==> src/rtl/cu_pkg.sv <==
// Shared opcode, step and control-word definitions for the control unit.
// The optional single-step feature (CU_SINGLE_STEP_EN) lives in control_unit.sv.
package cu_pkg;

  typedef enum logic [3:0] {
    OP_NOP = 4'h0,
    OP_LDI = 4'h1,
    OP_LD  = 4'h2,
    OP_ST  = 4'h3,
    OP_ALU = 4'h4,
    OP_JMP = 4'h5,
    OP_JN  = 4'h6,
    OP_JZ  = 4'h7,
    OP_HLT = 4'hF
  } opcode_e;

  localparam logic [2:0] T0 = 3'd0;
  localparam logic [2:0] T1 = 3'd1;
  localparam logic [2:0] T2 = 3'd2;
  localparam logic [2:0] T3 = 3'd3;
  localparam logic [2:0] T4 = 3'd4;

  localparam logic [7:0] CU_RESET_PC = 8'h00;

  typedef struct packed {
    logic       pcOE;
    logic       aluOE;
    logic       aluSub;
    logic       aluShiftLeft;
    logic       aluBWr;
    logic [1:0] aluOp;
    logic       regWr0;
    logic       regWr1;
    logic       regBusSel;
    logic       regBusEn;
    logic       aluSel;
    logic       ramAddressEn;
    logic       ramWriteEn;
    logic       ramReadDataSelect;
    logic       ramOE;
  } ctrl_word_t;

  // Opcodes that continue past T1; everything else (NOP and unused codes) ends at T1.
  function automatic logic op_has_exec(input logic [3:0] op);
    return (op >= 4'h1) && (op <= 4'h7);
  endfunction

endpackage

==> src/rtl/control_unit_if.sv <==
// Bus and strobe bundle between the control unit (master) and the datapath (slave).
interface control_unit_if;
  logic [7:0] i_bus;
  logic       i_aluFlagN;
  logic       i_aluFlagZ;
  logic [7:0] o_pc;
  logic       o_pcOE;
  logic       o_ctrlAluOE;
  logic       o_ctrlAluSub;
  logic       o_ctrlAluShiftLeft;
  logic       o_ctrlAluBWr;
  logic [1:0] o_ctrlAluOp;
  logic       o_ctrlRegWr0;
  logic       o_ctrlRegWr1;
  logic       o_ctrlRegBusSel;
  logic       o_ctrlRegBusEn;
  logic       o_ctrlAluSel;
  logic       o_ctrlRamAddressEn;
  logic       o_ctrlRamWriteEn;
  logic       o_ctrlRamReadDataSelect;
  logic       o_ctrlRamOE;
  logic       o_halted;
  logic [7:0] o_ir;
  logic [2:0] o_step;

  modport master (
    input  i_bus, i_aluFlagN, i_aluFlagZ,
    output o_pc, o_pcOE, o_ctrlAluOE, o_ctrlAluSub, o_ctrlAluShiftLeft, o_ctrlAluBWr,
           o_ctrlAluOp, o_ctrlRegWr0, o_ctrlRegWr1, o_ctrlRegBusSel, o_ctrlRegBusEn,
           o_ctrlAluSel, o_ctrlRamAddressEn, o_ctrlRamWriteEn, o_ctrlRamReadDataSelect,
           o_ctrlRamOE, o_halted, o_ir, o_step
  );

  modport slave (
    output i_bus, i_aluFlagN, i_aluFlagZ,
    input  o_pc, o_pcOE, o_ctrlAluOE, o_ctrlAluSub, o_ctrlAluShiftLeft, o_ctrlAluBWr,
           o_ctrlAluOp, o_ctrlRegWr0, o_ctrlRegWr1, o_ctrlRegBusSel, o_ctrlRegBusEn,
           o_ctrlAluSel, o_ctrlRamAddressEn, o_ctrlRamWriteEn, o_ctrlRamReadDataSelect,
           o_ctrlRamOE, o_halted, o_ir, o_step
  );
endinterface

==> src/rtl/cu_decode.sv <==
// Combinational microcode: maps (IR, step, latched flags) to the control word
// and the register-update enables used by control_unit.
module cu_decode
  import cu_pkg::*;
(
  input  logic [7:0] i_ir,
  input  logic [2:0] i_step,
  input  logic       i_flagN,
  input  logic       i_flagZ,
  output ctrl_word_t o_ctrl,
  output logic       o_pcInc,
  output logic       o_pcLoad,
  output logic       o_irLoad,
  output logic       o_flagLoad,
  output logic       o_done
);

  opcode_e w_op;
  assign w_op = opcode_e'(i_ir[7:4]);

  always_comb begin
    o_ctrl     = '0;
    o_pcInc    = 1'b0;
    o_pcLoad   = 1'b0;
    o_irLoad   = 1'b0;
    o_flagLoad = 1'b0;
    o_done     = 1'b0;
    case (i_step)
      T0: begin
        o_ctrl.pcOE         = 1'b1;
        o_ctrl.ramAddressEn = 1'b1;
      end
      // Opcode is still on the bus here, so the T1 exit decision is made by the caller.
      T1: begin
        o_ctrl.ramOE = 1'b1;
        o_irLoad     = 1'b1;
        o_pcInc      = 1'b1;
      end
      T2: begin
        case (w_op)
          OP_ALU: begin
            o_ctrl.regBusEn  = 1'b1;
            o_ctrl.regBusSel = ~i_ir[3];
            o_ctrl.aluBWr    = 1'b1;
          end
          OP_LDI, OP_LD, OP_ST, OP_JMP, OP_JN, OP_JZ: begin
            o_ctrl.pcOE         = 1'b1;
            o_ctrl.ramAddressEn = 1'b1;
          end
          default: o_done = 1'b1;
        endcase
      end
      T3: begin
        case (w_op)
          OP_LDI: begin
            o_ctrl.ramOE  = 1'b1;
            o_ctrl.regWr0 = ~i_ir[0];
            o_ctrl.regWr1 = i_ir[0];
            o_pcInc       = 1'b1;
            o_done        = 1'b1;
          end
          OP_LD, OP_ST: begin
            o_ctrl.ramOE        = 1'b1;
            o_ctrl.ramAddressEn = 1'b1;
            o_pcInc             = 1'b1;
          end
          OP_ALU: begin
            o_ctrl.aluOE        = 1'b1;
            o_ctrl.aluSel       = i_ir[3];
            o_ctrl.aluOp        = i_ir[1:0];
            o_ctrl.aluSub       = i_ir[2];
            o_ctrl.aluShiftLeft = i_ir[2];
            o_ctrl.regWr0       = ~i_ir[3];
            o_ctrl.regWr1       = i_ir[3];
            o_flagLoad          = 1'b1;
            o_done              = 1'b1;
          end
          OP_JMP: begin
            o_ctrl.ramOE = 1'b1;
            o_pcLoad     = 1'b1;
            o_done       = 1'b1;
          end
          OP_JN: begin
            o_ctrl.ramOE = 1'b1;
            o_pcLoad     = i_flagN;
            o_pcInc      = ~i_flagN;
            o_done       = 1'b1;
          end
          OP_JZ: begin
            o_ctrl.ramOE = 1'b1;
            o_pcLoad     = i_flagZ;
            o_pcInc      = ~i_flagZ;
            o_done       = 1'b1;
          end
          default: o_done = 1'b1;
        endcase
      end
      T4: begin
        o_done = 1'b1;
        case (w_op)
          OP_LD: begin
            o_ctrl.ramOE  = 1'b1;
            o_ctrl.regWr0 = ~i_ir[0];
            o_ctrl.regWr1 = i_ir[0];
          end
          OP_ST: begin
            o_ctrl.regBusEn   = 1'b1;
            o_ctrl.regBusSel  = i_ir[0];
            o_ctrl.ramWriteEn = 1'b1;
          end
          default: ;
        endcase
      end
      default: o_done = 1'b1;
    endcase
  end

endmodule

==> src/rtl/control_unit.sv <==
// Microcoded sequencer for the 8-bit datapath: holds PC, IR, step, flags and halt.
// Define CU_SINGLE_STEP_EN to add i_stepReq, which gates every step on a request edge.
module control_unit
  import cu_pkg::*;
#(
  parameter logic [7:0] RESET_PC = CU_RESET_PC
) (
  input  logic i_clk,
  input  logic i_reset,
`ifdef CU_SINGLE_STEP_EN
  input  logic i_stepReq,
`endif
  control_unit_if.master cu
);

  logic [7:0] r_pc, r_ir;
  logic [2:0] r_step;
  logic       r_flagN, r_flagZ, r_halted;

  logic [7:0] w_pcNext, w_irNext;
  logic [2:0] w_stepNext;
  logic       w_flagNNext, w_flagZNext, w_haltedNext;

  ctrl_word_t w_ctrl, w_ctrlOut;
  logic       w_pcInc, w_pcLoad, w_irLoad, w_flagLoad, w_done;
  logic       w_advance, w_outEn;

`ifdef CU_SINGLE_STEP_EN
  logic [1:0] r_stepSync;
  logic       r_stepPrev;

  always_ff @(posedge i_clk or posedge i_reset) begin
    if (i_reset) begin
      r_stepSync <= 2'b00;
      r_stepPrev <= 1'b0;
    end else begin
      r_stepSync <= {r_stepSync[0], i_stepReq};
      r_stepPrev <= r_stepSync[1];
    end
  end

  assign w_advance = r_stepSync[1] & ~r_stepPrev;
`else
  assign w_advance = 1'b1;
`endif

  cu_decode u_decode (
    .i_ir       (r_ir),
    .i_step     (r_step),
    .i_flagN    (r_flagN),
    .i_flagZ    (r_flagZ),
    .o_ctrl     (w_ctrl),
    .o_pcInc    (w_pcInc),
    .o_pcLoad   (w_pcLoad),
    .o_irLoad   (w_irLoad),
    .o_flagLoad (w_flagLoad),
    .o_done     (w_done)
  );

  always_ff @(posedge i_clk or posedge i_reset) begin
    if (i_reset) begin
      r_pc     <= RESET_PC;
      r_ir     <= 8'h00;
      r_step   <= T0;
      r_flagN  <= 1'b0;
      r_flagZ  <= 1'b0;
      r_halted <= 1'b0;
    end else begin
      r_pc     <= w_pcNext;
      r_ir     <= w_irNext;
      r_step   <= w_stepNext;
      r_flagN  <= w_flagNNext;
      r_flagZ  <= w_flagZNext;
      r_halted <= w_haltedNext;
    end
  end

  always_comb begin
    w_pcNext     = r_pc;
    w_irNext     = r_ir;
    w_stepNext   = r_step;
    w_flagNNext  = r_flagN;
    w_flagZNext  = r_flagZ;
    w_haltedNext = r_halted;
    if (w_advance && !r_halted) begin
      if (w_irLoad) w_irNext = cu.i_bus;
      if (w_pcLoad) w_pcNext = cu.i_bus;
      else if (w_pcInc) w_pcNext = r_pc + 8'd1;
      if (w_flagLoad) begin
        w_flagNNext = cu.i_aluFlagN;
        w_flagZNext = cu.i_aluFlagZ;
      end
      // The fetched opcode decides at T1 whether to halt, execute, or start the next fetch.
      if (r_step == T1) begin
        if (cu.i_bus[7:4] == OP_HLT) w_haltedNext = 1'b1;
        else if (op_has_exec(cu.i_bus[7:4])) w_stepNext = T2;
        else w_stepNext = T0;
      end else if (w_done) begin
        w_stepNext = T0;
      end else begin
        w_stepNext = r_step + 3'd1;
      end
    end
  end

  assign w_outEn = ~i_reset & ~r_halted & w_advance;

  always_comb begin
    w_ctrlOut = '0;
    if (w_outEn) w_ctrlOut = w_ctrl;
  end

  assign cu.o_pc                    = r_pc;
  assign cu.o_ir                    = r_ir;
  assign cu.o_step                  = r_step;
  assign cu.o_halted                = r_halted;
  assign cu.o_pcOE                  = w_ctrlOut.pcOE;
  assign cu.o_ctrlAluOE             = w_ctrlOut.aluOE;
  assign cu.o_ctrlAluSub            = w_ctrlOut.aluSub;
  assign cu.o_ctrlAluShiftLeft      = w_ctrlOut.aluShiftLeft;
  assign cu.o_ctrlAluBWr            = w_ctrlOut.aluBWr;
  assign cu.o_ctrlAluOp             = w_ctrlOut.aluOp;
  assign cu.o_ctrlRegWr0            = w_ctrlOut.regWr0;
  assign cu.o_ctrlRegWr1            = w_ctrlOut.regWr1;
  assign cu.o_ctrlRegBusSel         = w_ctrlOut.regBusSel;
  assign cu.o_ctrlRegBusEn          = w_ctrlOut.regBusEn;
  assign cu.o_ctrlAluSel            = w_ctrlOut.aluSel;
  assign cu.o_ctrlRamAddressEn      = w_ctrlOut.ramAddressEn;
  assign cu.o_ctrlRamWriteEn        = w_ctrlOut.ramWriteEn;
  assign cu.o_ctrlRamReadDataSelect = w_ctrlOut.ramReadDataSelect;
  assign cu.o_ctrlRamOE             = w_ctrlOut.ramOE;

endmodule

==> src/flat_wrapper.sv <==
// flat-port wrapper written by rule: the top's interface ports become plain ports
module control_unit_flat import cu_pkg::*;
#(
  parameter logic [7:0] RESET_PC = CU_RESET_PC
)
  (i_clk, i_reset, cu_i_bus, cu_i_aluFlagN, cu_i_aluFlagZ, cu_o_pc, cu_o_pcOE, cu_o_ctrlAluOE, cu_o_ctrlAluSub, cu_o_ctrlAluShiftLeft, cu_o_ctrlAluBWr, cu_o_ctrlAluOp, cu_o_ctrlRegWr0, cu_o_ctrlRegWr1, cu_o_ctrlRegBusSel, cu_o_ctrlRegBusEn, cu_o_ctrlAluSel, cu_o_ctrlRamAddressEn, cu_o_ctrlRamWriteEn, cu_o_ctrlRamReadDataSelect, cu_o_ctrlRamOE, cu_o_halted, cu_o_ir, cu_o_step);
  control_unit_if cu_i ();
  input  logic i_clk;
  input  logic i_reset;
  input wire logic [$bits(cu_i.i_bus)-1:0] cu_i_bus;
  input wire logic [$bits(cu_i.i_aluFlagN)-1:0] cu_i_aluFlagN;
  input wire logic [$bits(cu_i.i_aluFlagZ)-1:0] cu_i_aluFlagZ;
  output wire logic [$bits(cu_i.o_pc)-1:0] cu_o_pc;
  output wire logic [$bits(cu_i.o_pcOE)-1:0] cu_o_pcOE;
  output wire logic [$bits(cu_i.o_ctrlAluOE)-1:0] cu_o_ctrlAluOE;
  output wire logic [$bits(cu_i.o_ctrlAluSub)-1:0] cu_o_ctrlAluSub;
  output wire logic [$bits(cu_i.o_ctrlAluShiftLeft)-1:0] cu_o_ctrlAluShiftLeft;
  output wire logic [$bits(cu_i.o_ctrlAluBWr)-1:0] cu_o_ctrlAluBWr;
  output wire logic [$bits(cu_i.o_ctrlAluOp)-1:0] cu_o_ctrlAluOp;
  output wire logic [$bits(cu_i.o_ctrlRegWr0)-1:0] cu_o_ctrlRegWr0;
  output wire logic [$bits(cu_i.o_ctrlRegWr1)-1:0] cu_o_ctrlRegWr1;
  output wire logic [$bits(cu_i.o_ctrlRegBusSel)-1:0] cu_o_ctrlRegBusSel;
  output wire logic [$bits(cu_i.o_ctrlRegBusEn)-1:0] cu_o_ctrlRegBusEn;
  output wire logic [$bits(cu_i.o_ctrlAluSel)-1:0] cu_o_ctrlAluSel;
  output wire logic [$bits(cu_i.o_ctrlRamAddressEn)-1:0] cu_o_ctrlRamAddressEn;
  output wire logic [$bits(cu_i.o_ctrlRamWriteEn)-1:0] cu_o_ctrlRamWriteEn;
  output wire logic [$bits(cu_i.o_ctrlRamReadDataSelect)-1:0] cu_o_ctrlRamReadDataSelect;
  output wire logic [$bits(cu_i.o_ctrlRamOE)-1:0] cu_o_ctrlRamOE;
  output wire logic [$bits(cu_i.o_halted)-1:0] cu_o_halted;
  output wire logic [$bits(cu_i.o_ir)-1:0] cu_o_ir;
  output wire logic [$bits(cu_i.o_step)-1:0] cu_o_step;
  assign cu_i.i_bus = cu_i_bus;
  assign cu_i.i_aluFlagN = cu_i_aluFlagN;
  assign cu_i.i_aluFlagZ = cu_i_aluFlagZ;
  assign cu_o_pc = cu_i.o_pc;
  assign cu_o_pcOE = cu_i.o_pcOE;
  assign cu_o_ctrlAluOE = cu_i.o_ctrlAluOE;
  assign cu_o_ctrlAluSub = cu_i.o_ctrlAluSub;
  assign cu_o_ctrlAluShiftLeft = cu_i.o_ctrlAluShiftLeft;
  assign cu_o_ctrlAluBWr = cu_i.o_ctrlAluBWr;
  assign cu_o_ctrlAluOp = cu_i.o_ctrlAluOp;
  assign cu_o_ctrlRegWr0 = cu_i.o_ctrlRegWr0;
  assign cu_o_ctrlRegWr1 = cu_i.o_ctrlRegWr1;
  assign cu_o_ctrlRegBusSel = cu_i.o_ctrlRegBusSel;
  assign cu_o_ctrlRegBusEn = cu_i.o_ctrlRegBusEn;
  assign cu_o_ctrlAluSel = cu_i.o_ctrlAluSel;
  assign cu_o_ctrlRamAddressEn = cu_i.o_ctrlRamAddressEn;
  assign cu_o_ctrlRamWriteEn = cu_i.o_ctrlRamWriteEn;
  assign cu_o_ctrlRamReadDataSelect = cu_i.o_ctrlRamReadDataSelect;
  assign cu_o_ctrlRamOE = cu_i.o_ctrlRamOE;
  assign cu_o_halted = cu_i.o_halted;
  assign cu_o_ir = cu_i.o_ir;
  assign cu_o_step = cu_i.o_step;
  control_unit #(.RESET_PC(RESET_PC)) u_core (.i_clk(i_clk), .i_reset(i_reset), .cu(cu_i));
endmodule
==> config.mk <==
export PLATFORM = sky130hd
export DESIGN_NAME = control_unit_flat
export DESIGN_NICKNAME = d
export VERILOG_FILES = /design/src/rtl/cu_pkg.sv /design/src/rtl/control_unit_if.sv /design/src/rtl/cu_decode.sv /design/src/rtl/control_unit.sv /design/src/flat_wrapper.sv
export SDC_FILE = /design/constraint.sdc
export NUM_CORES = 1
export LEC_CHECK = 0
export CORE_ASPECT_RATIO = 1.4
export CORE_UTILIZATION = 43
export CTS_BUF_LIST = sky130_fd_sc_hd__clkbuf_4 sky130_fd_sc_hd__clkbuf_8
export CTS_CLUSTER_DIAMETER = 30
export DETAILED_ROUTE_END_ITERATION = 7
export PLACE_DENSITY = 0.83
export SLEW_MARGIN = 20
export SYNTH_ARGS = -nofsm -noshare
export SYNTH_HDL_FRONTEND = slang
export SYNTH_SLANG_ARGS = --single-unit
==> constraint.sdc <==
create_clock -name i_clk -period 4.3 [get_ports i_clk]
set_input_delay 0.86 -clock i_clk [delete_from_list [all_inputs] [get_ports i_clk]]
set_output_delay 0.86 -clock i_clk [all_outputs]
set_load 0.01 [all_outputs]
# Yosys cells after proc, flatten, opt, wreduce, memory -nomap -nowiden
# Index checks and enable logic that the tools add are counted.
word_totals:
  reg_bits: 22
  inputBits: 12
  output_inout_bits: 36
classes:
  n_addsub: 2
  order_cmp: 2
  eq_ne: 13
  mux: 41
  n_bitwise: 7
  n_reduce_logical: 12
ops:
  columns: ["cell", "count"]
  rows:
  - ["$mux 1", 17]
  - ["$eq 4x3->1 const B", 4]
  - ["$mux 16", 1]
  - ["$mux 8", 2]
  - ["$mux 3", 5]
  - ["$pmux 1 s3", 5]
  - ["$mux 2", 6]
  - ["$pmux 2 s2", 3]
  - ["$add 8x1->8 const B", 1]
  - ["$eq 4x2->1 const B", 2]
  - ["$reduce_and 2->1", 4]
  - ["$reduce_or 7->1", 1]
  - ["$eq 3x2->1 const B", 2]
  - ["$not 1->1", 6]
  - ["$reduce_or 6->1", 1]
  - ["$eq 4x1->1 const B", 1]
  - ["$eq 4x4->1 const B", 1]
  - ["$ge 4x1->1 const B", 1]
  - ["$le 4x3->1 const B", 1]
  - ["$pmux 1 s2", 2]
  - ["$reduce_or 2->1", 2]
  - ["$add 3x1->3 const B", 1]
  - ["$eq 3x1->1 const B", 1]
  - ["$eq 3x3->1 const B", 1]
  - ["6 further kinds", 6]

# Depth between registers and ports, before layout
logic_depth:
  ltp_word: 6
  mapped_depth: 8
  depth_no_buf: 7

# By module
# A second synthesis with hierarchy kept.
unflattened:
  cells_unflattened: 198
  area_unflattened_um2: 1602.8
modules_own_cells:
  columns: ["module", "n_inst", "cells_each", "area_per_inst_um2"]
  rows:
  - ["control_unit", 1, 141, 1253.7]
  - ["cu_decode", 1, 57, 349.1]

# Worst setup path before layout
# Ideal clock, no wire load.
synth_path:
  kind: "input to output"
  startpoint: "input i_reset"
  endpoint: "output cu_o_pcOE"
  arrival_ns: 1.934
  path_slack_ns: 1.506
  cell_stages: 3
  path_buffers: 0
  path_cell_list: "inv_1 -> nand2_1 -> nor3_1"
synth_between:
  elab_chain_len: 3
synth_rtl:
  columns: ["item", "line_no", "rtl"]
  rows:
  - ["start, declared", "flat_wrapper.sv:9", "input logic i_reset;"]
  - ["$not 1->1", "control_unit.sv:106", "assign w_outEn = ~i_reset & ~r_halted & w_advance;"]
  - ["$and 1x1->1", "control_unit.sv:106", null]
  - ["$mux 16", "control_unit.sv:110", "if (w_outEn) w_ctrlOut = w_ctrl;"]
  - ["end, declared", "flat_wrapper.sv:14", "output wire logic [$bits(cu_i.o_pcOE)-1:0] cu_o_pcOE;"]
# No other way between the ends.

# Worst setup path in the final report
layout_path:
  startpoint: "input i_reset"
  endpoint: "output cu_o_ctrlRamOE"
layout_between:
  elab_chain_len: 3
layout_rtl:
  columns: ["item", "line_no", "rtl"]
  rows:
  - ["$not 1->1", "control_unit.sv:106", null]
  - ["$and 1x1->1", "control_unit.sv:106", null]
  - ["$mux 16", "control_unit.sv:110", null]
  - ["end, declared", "flat_wrapper.sv:28", "output wire logic [$bits(cu_i.o_ctrlRamOE)-1:0] cu_o_ctrlRamOE;"]
# No other way between the ends.

==> reports/metrics.cfg <==
[run_status]
outcome=completed

[place]
dpl.hpwl_mm=2.75
io_buffers=46
place_area_um2=1980
routabilityCongestion=0.832

[logic_synthesis]
synth_most_common_cell=dfrtp_1
synth_top_cell_by_area=dfrtp_1
synthFlopType=dfrtp_1
syn_inst=171
syn-num-nets=189
synth_common_cells=22 x dfrtp_1, 19 x nor2_1, 12 x nand2_1
yosysUniqueCellTypes=47
ys_warn_count=0
synth.area.top_cells=dfrtp_1 37%, mux2_2 6.0%, ha_1 5.0%
yosysTopAreaCellShare_pct=36.7
ys_seq_area_share_pct=36.7
synth_area_um2=1500
synth-edff-count=0
ys_seq_elements=22
synthArstFlopShare_pct=100
avgSynthCellArea_um2=8.77

[global_route]
antenna_found_initial=0
grt_usage_pct=21.0
overflow=0
grt_pass1_vias=1383
grt_pass1_wl_mm=6.09
grt_max_degree=23

[drt]
drc=0
ant_nets=0
viasPerCell=5.84
dr.pass1.iters=4
dr_total_vias=1490
drtIter0Drc=34
wire_per_inst_um=14.4
routed_wl_mm=3.68

[cts]
hold_buffers=0
clock_latency_ps=250
cts_setup_buffers=0
cts_buffer_depth=2
cts_resized=0
h-tree-depth=1
cts.clk_slew.worst_paths_ps=70
root_buffer=clkbuf_8
numCtsBuffers=3
cts_sinks=22
tritoncts=done

[worst_hold_path]
hold_path.class=reg2reg
holdPathStages=1

[sta]
clock_skew_ps=1.04
finalCritPeriodShare_pct=78.7
hold_violations=0
fmax_mhz=295
layout_min_cycle_time_ps=3390
setup_violations=0
fin_tns_setup_ps=0
finalMaxSlewViolations=0
rsz0062_at_grt=false

[final_layout]
final_nets=235
area_growth_pct=35.0
register_area_um2=551
multiInputGateArea_um2=872
n_antenna_cell=0
nFillCells=299
drive_gt1_share_pct=9.30
design_area_um2=2020

[worst_setup_path]
cp.buffers_inverters=2
cp_slowest_cell=clkdlybuf4s50_1
worstPathMaxFanout=4
arrival_ps=2530
crit_type=in2out
crit_chain=clkdlybuf4s50_1 > nor2_1 > o21ai_0 > nor2_1 > nand2_1 > o21ai_0 > clkdlybuf4s50_1
r2r_cells=7
end_kind=output port
path_depth=7
required_ps=3440
critical-path-top-delay-family=buffers and inverters
startpoint_type=input pin
critical-path-max-stage-delay_ps=550

[flow_run]
cap_violations=0

[power_and_ir_drop]
power_density_nw_per_um2=180
p_leak_uw=0.000848
peakVddDrop_v=0.000173

[die]
fp-row-count=25
die_w_um=51.9
die_y_um=71.9
dieArea_um2=3730
ios=48
initial_utilization_pct=44.8
coreArea_um2=3350

==> worst paths after layout <==
kind | end | slack (ps) | startpoint
max | cu_o_ctrlRamOE | 910 | i_reset
min | u_core.cu.o_ir[2]$_DFFE_PP0P_ | 530 | u_core.cu.o_ir[2]$_DFFE_PP0P_
max reg2reg | u_core.cu.o_pc[7]$_DFFE_PP0P_ | 2100 | u_core.cu.o_step[0]$_DFFE_PP0P_
min reg2reg | u_core.cu.o_ir[2]$_DFFE_PP0P_ | 530 | u_core.cu.o_ir[2]$_DFFE_PP0P_
max in group asynchronous | u_core.cu.o_halted$_DFF_PP0_ | 2980 | i_reset
min in group asynchronous | u_core.cu.o_ir[0]$_DFFE_PP0P_ | 1090 | i_reset
==> per-layer routing <==
layer	global-route usage, %	up-vias	share of wire (%)
li1	-	722	-
met1	26.1	715	43
met2	35.8	45	52
met3	2.12	8	3.3
met4	9.01	0	1.8
met5	0	-	0
==> power breakdown <==
group	leakage, uW	switching, uW	internal, uW
logic	0.000562	12.4	15.3
registers	0.000265	2.57	209
clock network	0.0000216	61.4	62.4
==> sequential cells by signal, summed over array words and instances (netlist names) <==
name and cells:
u_core.cu.o_ir 8, u_core.cu.o_pc 8, u_core.cu.o_halted 1, u_core.r_flagZ 1, u_core.cu.o_step 3, u_core.r_flagN 1
==> kinds of logic after synthesis <==
kind of cell / Yosys count / share of synthesized area [%]
buffers and inverters: 16 / 5.09
adders and majority gates: 6 / 5.01
xor gates and xnor gates: 1 / 0.584
other: 1 / 0.250
and+or+nand+nor: 70 / 24.3
AOI/OAI and AO/OA: 47 / 22.0
DFF: 22 / 36.7
muxes: 8 / 6.01
==> stage by stage <==
stage	utilization (%)	setup slack, ps	hold slack, ps	power [uW]	instances
CTS	60.4	916	536	367	255
finish	60.4	914	529	363	255
floorplan	-	1510	494	225	171
global route	60.4	809	562	377	255
global placement	59.2	951	519	243	252
detailed placement	59.2	918	519	244	252
==> layout by cell type (no fill, tap or decap), types with 2 or more instances in the layout <==
cell type / Yosys / layout
nand3_1: 5 / 5
nand4_1: 3 / 3
o211ai_1: 2 / 2
mux2_2: 8 / 8
o21ai_0: 7 / 7
and2_1: 6 / 6
a311oi_1: 5 / 5
o22ai_1: 5 / 5
nand2_1: 12 / 12
ha_1: 6 / 6
dfrtp_1: 22 / 22
clkdlybuf4s50_1: 0 / 46
and3_1: 4 / 4
o32ai_1: 3 / 3
inv_1: 8 / 8
nor2_1: 19 / 19
a31oi_1: 3 / 3
o21a_1: 2 / 2
nor3_1: 8 / 8
a21oi_1: 7 / 7
a21o_1: 2 / 2
nor2b_1: 4 / 4
buf_4: 3 / 2
clkbuf_8: 0 / 3
==> area by class of cell <==
| class | count | share of cell area [%] |
|---|---|---|
| clock buffers | 3 | 2.04 |
| multi-input cells | 133 | 43.1 |
| flip-flops and latches | 22 | 27.2 |
| inverters | 9 | 1.67 |
| repair buffers | 48 | 23.5 |
| well taps | 40 | 2.47 |
Power figures use the tool's default switching activity.
==> RTL edit (config.mk and constraints unchanged) <==
`r_ir` no longer has a reset.
--- a/src/rtl/control_unit.sv
+++ b/src/rtl/control_unit.sv
@@ -62,3 +62,2 @@
       r_pc     <= RESET_PC;
-      r_ir     <= 8'h00;
       r_step   <= T0;
@@ -69,3 +68,2 @@
       r_pc     <= w_pcNext;
-      r_ir     <= w_irNext;
       r_step   <= w_stepNext;
@@ -75,2 +73,6 @@
     end
+  end
+
+  always_ff @(posedge i_clk) begin
+    r_ir <= w_irNext;
   end
Function: differs if i_reset is asserted again (counterexample within 4 cycles, from zero or initial values and one cycle with i_reset high); with i_reset held inactive, the same outputs for 10 cycles.
==> RTL edit against the original RTL <==
- critical path depth stayed put
- sequential cell count is the same
- routed wire length up 3.2%
- count of clock-buffer cells in the layout stayed put
- worst setup slack got worse by 0.24 ns
- cell area down 4.2%
- synthesized area decreased by 4.8%
Power is not compared: it rests on default switching activity, and its combinational part moved more than twofold at a synthesized area within 25%.
==> RTL edit: results <==
{
  "crit_path_max_fanout": 8,
  "synth_compound_area_share_pct": 20.7,
  "startpoint": "u_core.cu.o_step[2]",
  "synth-warning-count": 0,
  "reg2reg_to": "u_core.cu.o_pc[5]",
  "nets": 220,
  "grtUsageMet2_pct": 42.7,
  "worst_pin_slew_ns": 0.712,
  "ys_top_cells_by_area": "dfrtp_1 25%, edfxtp_1 17%, ha_1 5.3%",
  "critPathCapture": "cu_o_ctrlAluShiftLeft",
  "synth_edf_count": 8,
  "grt_pass1_wl_um": 6320,
  "htreeDepth": 1,
  "ys_seq_area_share_pct": 41.4,
  "synth-xor-area-share_pct": 0,
  "drt-vias-per-instance": 6.02,
  "antenna_found_initial": 0,
  "drive_gt1_share_pct": 2.00,
  "r2r_setup_slack_ns": 1.97,
  "cts.repair.resized": 0,
  "max-vdd-ir-drop_mv": 0.355,
  "drt_iter0_drc": 84,
  "synthMuxAreaShare_pct": 2.28,
  "place_hpwl_um": 2950,
  "syn_nets": 177,
  "cp_top_family": "simple AND/OR/NAND/NOR gates",
  "gp_congestion": 0.948,
  "synth.distinct_cells": 49,
  "reg2regPathDepth": 7,
  "wl_met3_um": 158,
  "run_status": "complete, no violations",
  "clkLatencyLatePin_ns": 0.27,
  "cp.arrival_ns": 2.76,
  "grt_use_met1_pct": 25.3,
  "met2WireLength_um": 2110,
  "grt_start_max_net_pins": 16,
  "wl_per_cell_um": 15.9,
  "synth_fa_ha_area_share_pct": 5.26,
  "leakage_nw": 0.744,
  "synth_commonest_cells": "19 x nand2_1, 14 x dfrtp_1, 14 x nor2_1",
  "wl_met1_um": 1420,
  "nFillCells": 287,
  "met3_usage_pct": 1.74,
  "synthArstFlopShare_pct": 63.6,
  "grt_usage_pct": 23.3,
  "grt_pass1_vias": 1452,
  "n_antenna_cell": 0,
  "finalClockSkew_ns": 0.00408
}
## RTL edit: cell count changes in the layout (fill, tap and decap cells not counted), moves of 5 or more
cell      before  now
nand2_1       12   19
dfrtp_1       22   14
o21ai_0        7    2
nor2_1        19   14
edfxtp_1       0    8
mux2_2         8    0
## RTL edit: how the worst min path moves through the flow
stage / depth (start not counted) / endpoint / start / slack (ns)
6_report: 1 / u_core.r_flagZ / u_core.r_flagZ / 0.52
3_5_place_dp: 1 / u_core.r_flagZ / u_core.r_flagZ / 0.51
3_3_place_gp: 1 / u_core.r_flagZ / u_core.r_flagZ / 0.50
2_1_floorplan: 1 / u_core.r_flagZ / u_core.r_flagZ / 0.47
4_1_cts: 1 / u_core.r_flagZ / u_core.r_flagZ / 0.53
5_1_grt: 1 / u_core.r_flagZ / u_core.r_flagZ / 0.57
## RTL edit: area by class of cell
| type | count | share of cell area (%) |
|---|---|---|
| Timing Repair Buffer | 46 | 23.8 |
| Inverter | 11 | 2.13 |
| Tap cell | 39 | 2.52 |
| Clock buffer | 3 | 2.13 |
| Sequential cell | 22 | 30.5 |
| Multi-Input combinational cell | 118 | 39.0 |
## RTL edit: through the flow
stage	hold WS (ns)	utilization, %	cell area (µm²)	setup WS, ns	instances
finish	0.522	61.5	1940	0.676	239
global route	0.569	61.5	1940	0.478	239
CTS	0.526	61.5	1940	0.660	239
detailed placement	0.506	60.2	1900	0.787	236
global placement	0.503	60.2	1900	0.867	236
floorplan	0.469	-	1430	1.35	159
## RTL edit: power groups by stage
stage	Sequential, mW	Clock [mW]	Combinational, mW
floorplan	0.388	0	0.282
global placement	0.392	0	0.488
detailed placement	0.397	0	0.505
CTS	0.394	0.130	0.506
global route	0.407	0.137	0.549
finish	0.396	0.126	0.503
